[src/rtl/nibble_frame_tx.sv]
// Buffers one payload of nibbles and sends it as preamble/SFD header, payload and reflected CRC-32.
// Frame runs back-to-back from one start request; writes and starts are ignored while busy.
module nibble_frame_tx #(
   parameter int         PAYLOAD_LEN = 30,
   parameter int         HDR_LEN     = 16,
   parameter logic [3:0] PRE_NIB     = 4'h5,
   parameter logic [3:0] SFD_NIB     = 4'hD
) (
   input  logic       i_clk_125m,
   input  logic       i_rst,
   input  logic       i_wr_en,
   input  logic [3:0] i_wr_data,
   output logic       o_wr_ready,
   input  logic       i_start,
   output logic       o_irq,
   output logic [3:0] o_tx_data,
   output logic       o_tx_valid,
   output logic       o_busy,
   output logic       o_done
);

   localparam int         AW       = (PAYLOAD_LEN > 1) ? $clog2(PAYLOAD_LEN) : 1;
   localparam logic [5:0] PAY_LEN6 = 6'(PAYLOAD_LEN);
   localparam logic [5:0] PAY_LAST = 6'(PAYLOAD_LEN - 1);
   localparam logic [5:0] HDR_LAST = 6'(HDR_LEN - 1);
   localparam logic [5:0] CRC_LAST = 6'd7;

   typedef enum logic [2:0] {
      S_IDLE,
      S_IRQ,
      S_HDR,
      S_DATA,
      S_CRC,
      S_DONE
   } state_t;

   state_t      state_q, state_d;
   logic [5:0]  count_q, count_d;
   logic [5:0]  idx_q, idx_d;
   logic [31:0] crc_q, crc_d;
   logic [3:0]  pay_mem [PAYLOAD_LEN];

   logic        wr_ok;
   logic [4:0]  crc_base;
   logic [3:0]  crc_sel;
   logic [3:0]  tx_data_d;
   logic        tx_valid_d;

   // Reflected CRC-32, data bit 0 consumed first.
   function automatic logic [31:0] crc4(input logic [31:0] c_in, input logic [3:0] d);
      logic [31:0] c;
      c = c_in;
      for (int i = 0; i < 4; i++) begin
         if (c[0] ^ d[i]) c = (c >> 1) ^ 32'hEDB88320;
         else             c = c >> 1;
      end
      return c;
   endfunction

   assign wr_ok = (state_q == S_IDLE) && (count_q < PAY_LEN6);

   always_comb begin
      state_d = state_q;
      count_d = count_q;
      idx_d   = idx_q;
      crc_d   = crc_q;
      case (state_q)
         S_IDLE: begin
            if (wr_ok && i_wr_en) begin
               count_d = count_q + 6'd1;
               crc_d   = crc4(crc_q, i_wr_data);
            end
            // Start is judged on the pre-write count, so it cannot ride on the last write.
            if (i_start && (count_q == PAY_LEN6)) state_d = S_IRQ;
         end
         S_IRQ: begin
            state_d = S_HDR;
            idx_d   = '0;
         end
         S_HDR: begin
            if (idx_q == HDR_LAST) begin
               state_d = S_DATA;
               idx_d   = '0;
            end else begin
               idx_d = idx_q + 6'd1;
            end
         end
         S_DATA: begin
            if (idx_q == PAY_LAST) begin
               state_d = S_CRC;
               idx_d   = '0;
            end else begin
               idx_d = idx_q + 6'd1;
            end
         end
         S_CRC: begin
            if (idx_q == CRC_LAST) begin
               state_d = S_DONE;
               idx_d   = '0;
            end else begin
               idx_d = idx_q + 6'd1;
            end
         end
         S_DONE: begin
            state_d = S_IDLE;
            count_d = '0;
            crc_d   = '1;
            idx_d   = '0;
         end
         default: state_d = S_IDLE;
      endcase
   end

   // Outputs are registered from next-state values so they line up with the state they describe.
   always_comb begin
      tx_data_d  = 4'h0;
      tx_valid_d = 1'b0;
      crc_base   = 5'd28 - {idx_d[2:0], 2'b00};
      crc_sel    = crc_q[crc_base +: 4];
      case (state_d)
         S_HDR: begin
            tx_valid_d = 1'b1;
            tx_data_d  = (idx_d == HDR_LAST) ? SFD_NIB : PRE_NIB;
         end
         S_DATA: begin
            tx_valid_d = 1'b1;
            tx_data_d  = pay_mem[idx_d[AW-1:0]];
         end
         S_CRC: begin
            tx_valid_d = 1'b1;
            tx_data_d  = {crc_sel[0], crc_sel[1], crc_sel[2], crc_sel[3]};
         end
         default: begin
            tx_valid_d = 1'b0;
            tx_data_d  = 4'h0;
         end
      endcase
   end

   always_ff @(posedge i_clk_125m) begin
      if (i_rst) begin
         state_q    <= S_IDLE;
         count_q    <= '0;
         idx_q      <= '0;
         crc_q      <= '1;
         o_irq      <= 1'b0;
         o_tx_data  <= 4'h0;
         o_tx_valid <= 1'b0;
         o_busy     <= 1'b0;
         o_done     <= 1'b0;
         o_wr_ready <= 1'b1;
      end else begin
         state_q    <= state_d;
         count_q    <= count_d;
         idx_q      <= idx_d;
         crc_q      <= crc_d;
         o_irq      <= (state_d == S_IRQ);
         o_tx_data  <= tx_data_d;
         o_tx_valid <= tx_valid_d;
         o_busy     <= (state_d != S_IDLE);
         o_done     <= (state_d == S_DONE);
         o_wr_ready <= (state_d == S_IDLE) && (count_d < PAY_LEN6);
      end
   end

   // Payload storage has no reset; a frame only ever reads entries written since the last clear.
   always_ff @(posedge i_clk_125m) begin
      if (!i_rst && wr_ok && i_wr_en) pay_mem[count_q[AW-1:0]] <= i_wr_data;
   end

endmodule

[config.mk]
export PLATFORM = sky130hd
export DESIGN_NAME = nibble_frame_tx
export DESIGN_NICKNAME = d
export VERILOG_FILES = /design/src/rtl/nibble_frame_tx.sv
export SDC_FILE = /design/constraint.sdc
export NUM_CORES = 1
export LEC_CHECK = 0
export ABC_AREA = 1
export ABC_CLOCK_PERIOD_IN_PS = 3000
export CELL_PAD_IN_SITES_DETAIL_PLACEMENT = 0
export CELL_PAD_IN_SITES_GLOBAL_PLACEMENT = 2
export CORE_MARGIN = 4
export CORE_UTILIZATION = 40
export CTS_BUF_LIST = sky130_fd_sc_hd__clkbuf_8
export CTS_CLUSTER_DIAMETER = 80
export CTS_CLUSTER_SIZE = 8
export DETAILED_ROUTE_END_ITERATION = 8
export PLACE_DENSITY = 0.91
export SLEW_MARGIN = 20
export SYNTH_ARGS = -nofsm -noshare
export SYNTH_HDL_FRONTEND = slang
export SYNTH_SLANG_ARGS = --single-unit
[constraint.sdc]
create_clock -name i_clk_125m -period 3 [get_ports i_clk_125m]
set_clock_uncertainty 0.05 [all_clocks]
set_input_delay 0.3 -clock i_clk_125m [delete_from_list [all_inputs] [get_ports i_clk_125m]]
set_output_delay 0.3 -clock i_clk_125m [all_outputs]
set_load 0.03 [all_outputs]
==> results.tsv <==
metric	value	unit
reg2reg_depth	14	
grt_remaining_overflow	0	
yosys.area.top_type_share	43.16	%
die_area	23250	sq um
avgSynthCellArea	8.930	sq um
grt_pass1_wl	34.42	mm
grt_usage	18.74	%
clkSinkCount	176	
yosys-top-cells-count	nand2_1, nand3_1, edfxtp_1	
start_util	41.00	%
hold_start	count_q[5]	
max_freq	364.9	MHz
post_drt_wl_per_cell	17.57	um
num_vias	6290	
drt_iter0_drc	546	
grt_max_degree	48	
cts_tree	built	
first_global_vias	6085	
timing.final.crit_share	91.36	%
report.final.slew_viol_count	0	
r2r_start	idx_q[0]	
rsz0062_at_grt	no	
end_kind	flip-flop	
clk_latency	0.46	ns
cts_root_buf	clkbuf_8	
hold_ws	0.4289	ns
cp_data_required_time	3.35	ns
post_cts_buffers	0	
period_needed	2.741	ns
tightest_slew	0.5771	ns
gp_congestion	0.8665	
n_fill_cell	1979	
pin_count	17	
htreeDepth	4	
setup_viol	0	
slew_headroom	61.43	%
drive_gt1_share	7.859	%
place_area	8841	sq um
synth_seq_cells	176	
die_h	152.5	um
r2r_slack	0.26	ns
synth.area.top_cells	edfxtp_1, dfxtp_1, nand2_1	
drcViolationCount	0	
status	finished, final reports clean	
ir_worst_vdd	0.2819	mV
io_buffers	16	
layout.nets	970	
power_leakage	3.793	nW
synth_fp_nets	949	
power_density	509.8	nW/um^2
synth_area_leader_cell	edfxtp_1	
cp.arrival	3.09	ns
dp_hpwl	14.70	mm
core.rowCount	52	
finalPower	4.699	mW
area_growth	10.40	%
r2r_end	o_tx_data[2]	
drv_cap	0	
synth_edf_count	120	
vias_per_cell	5.085	
die_w	152.5	um
drt-total-wl	21.73	mm
syn_area	8349	sq um
firstDrtPassIters	5	
fin_area	9218	sq um
path_max_fanout	47	
synth.most_common_cell	nand2_1	
ys_seq_area_share	56.59	%
cts_resized	0	
synth_ff_type	edfxtp_1	
final_hold_viol_count	0	
cts_inserted_buffers	17	
fin_tns_setup	0	ns
worst_hold_path_type	flip-flop to flip-flop	
min_to	count_q[5]	
cp-start-kind	flip-flop	
antennaDiodeCount	0	
core-area	20360	sq um
antenna_found_initial	0	
cts-hold-fix-buffers	0	
path_clk_slew	0.09	ns
ant_nets	0	
yosys_warnings	0	
hold_depth	2	
async_flop_share	0	%
synth_cells	935	
cts_buffer_depth	2	
ys_types	38	
critical_path_class	flip-flop to flip-flop	
==> layer usage <==
layer | GRT usage, % | wire length (um) | vias up
met5 | 0 | 0 | -
met4 | 4.667 | 311 | 0
met3 | 3.550 | 1175 | 25
met2 | 31.46 | 10610 | 176
met1 | 25.23 | 9633 | 2938
li1 | - | - | 3151
==> registers in the layout, summed over array words and instances (netlist names) <==
signal      count
state_q         3
pay_mem       120
o_tx_data       4
count_q         6
o_busy          1
o_done          1
o_wr_ready      1
idx_q           6
o_irq           1
o_tx_valid      1
crc_q          32
==> power by group <==
group,internal [mW],switching [mW],leakage (nW)
sequential,2.64,0.0329,1.54
clock,0.735,0.889,0.186
combinational,0.152,0.249,2.07
==> critical path: stages, from the launching register on <==
cell and delay [ns]:
dfxtp_1 0.38, ha_1 0.16, nand3_1 0.11, o21ai_2 0.24, nand2_1 0.13, o21ai_4 0.21, buf_6 0.35, inv_1 0.22
o21ai_0 0.23, o21ai_1 0.10, nand2_1 0.07, nand3_1 0.12, nand2_1 0.11, inv_1 0.05, a21oi_1 0.13
==> how the worst max path moves through the flow <==
stage / from / endpoint / slack [ns] / depth (start not counted)
detailed placement: idx_q[0] / o_tx_data[2] / 0.16 / 14
global placement: idx_q[0] / o_tx_data[2] / 0.18 / 14
CTS: idx_q[0] / o_tx_data[2] / 0.14 / 14
floorplan: state_q[1] / pay_mem[11][0] / 0.91 / 8
finish: idx_q[0] / o_tx_data[2] / 0.26 / 14
global route: idx_q[1] / o_tx_data[2] / 0.02 / 17
==> kinds of logic after synthesis <==
logic type,count (synthesis),share of synthesized area (%)
compound gates,105,7.373
fa+ha+maj,6,0.8991
buf+inv,135,7.118
flops,176,56.59
simple gates,478,24.13
xor+xnor,35,3.896
==> through the flow <==
step | setup slack [ns] | utilization [%] | std cells
after CTS | 0.1382 | 45.24 | 1237
after global routing | 0.01555 | 45.26 | 1237
final | 0.2593 | 45.26 | 1237
after global placement | 0.1790 | 43.41 | 1207
after floorplan | 0.9069 | - | 935
after detailed placement | 0.1606 | 43.41 | 1207
==> layout by cell type, fill, tap and decap left out, drive strengths merged, types with 3 or more instances in the layout <==
cell,n
nand3b,5
clkbuf,17
clkinv,6
xor2,26
inv,98
nor2,100
dfxtp,56
buf,26
nor3,5
xnor2,9
o221ai,5
a21oi,25
edfxtp,120
ha,6
o211ai,15
o21ai,50
clkdlybuf4s50,16
nand2,232
or2,5
nand3,128
o22ai,3
==> final cells by class <==
class                      count  area [sq um]  share of cell area, %
clock buffer                  17         234.0                  2.538
inverter                      95         356.6                  3.869
tap                          270         337.8                  3.665
timing repair buffer          42         384.1                  4.167
clock inverter                13         138.9                  1.507
multi-input combinational    624          3042                  33.00
sequential                   176          4725                  51.26
(Power assumes the default switching activity.)
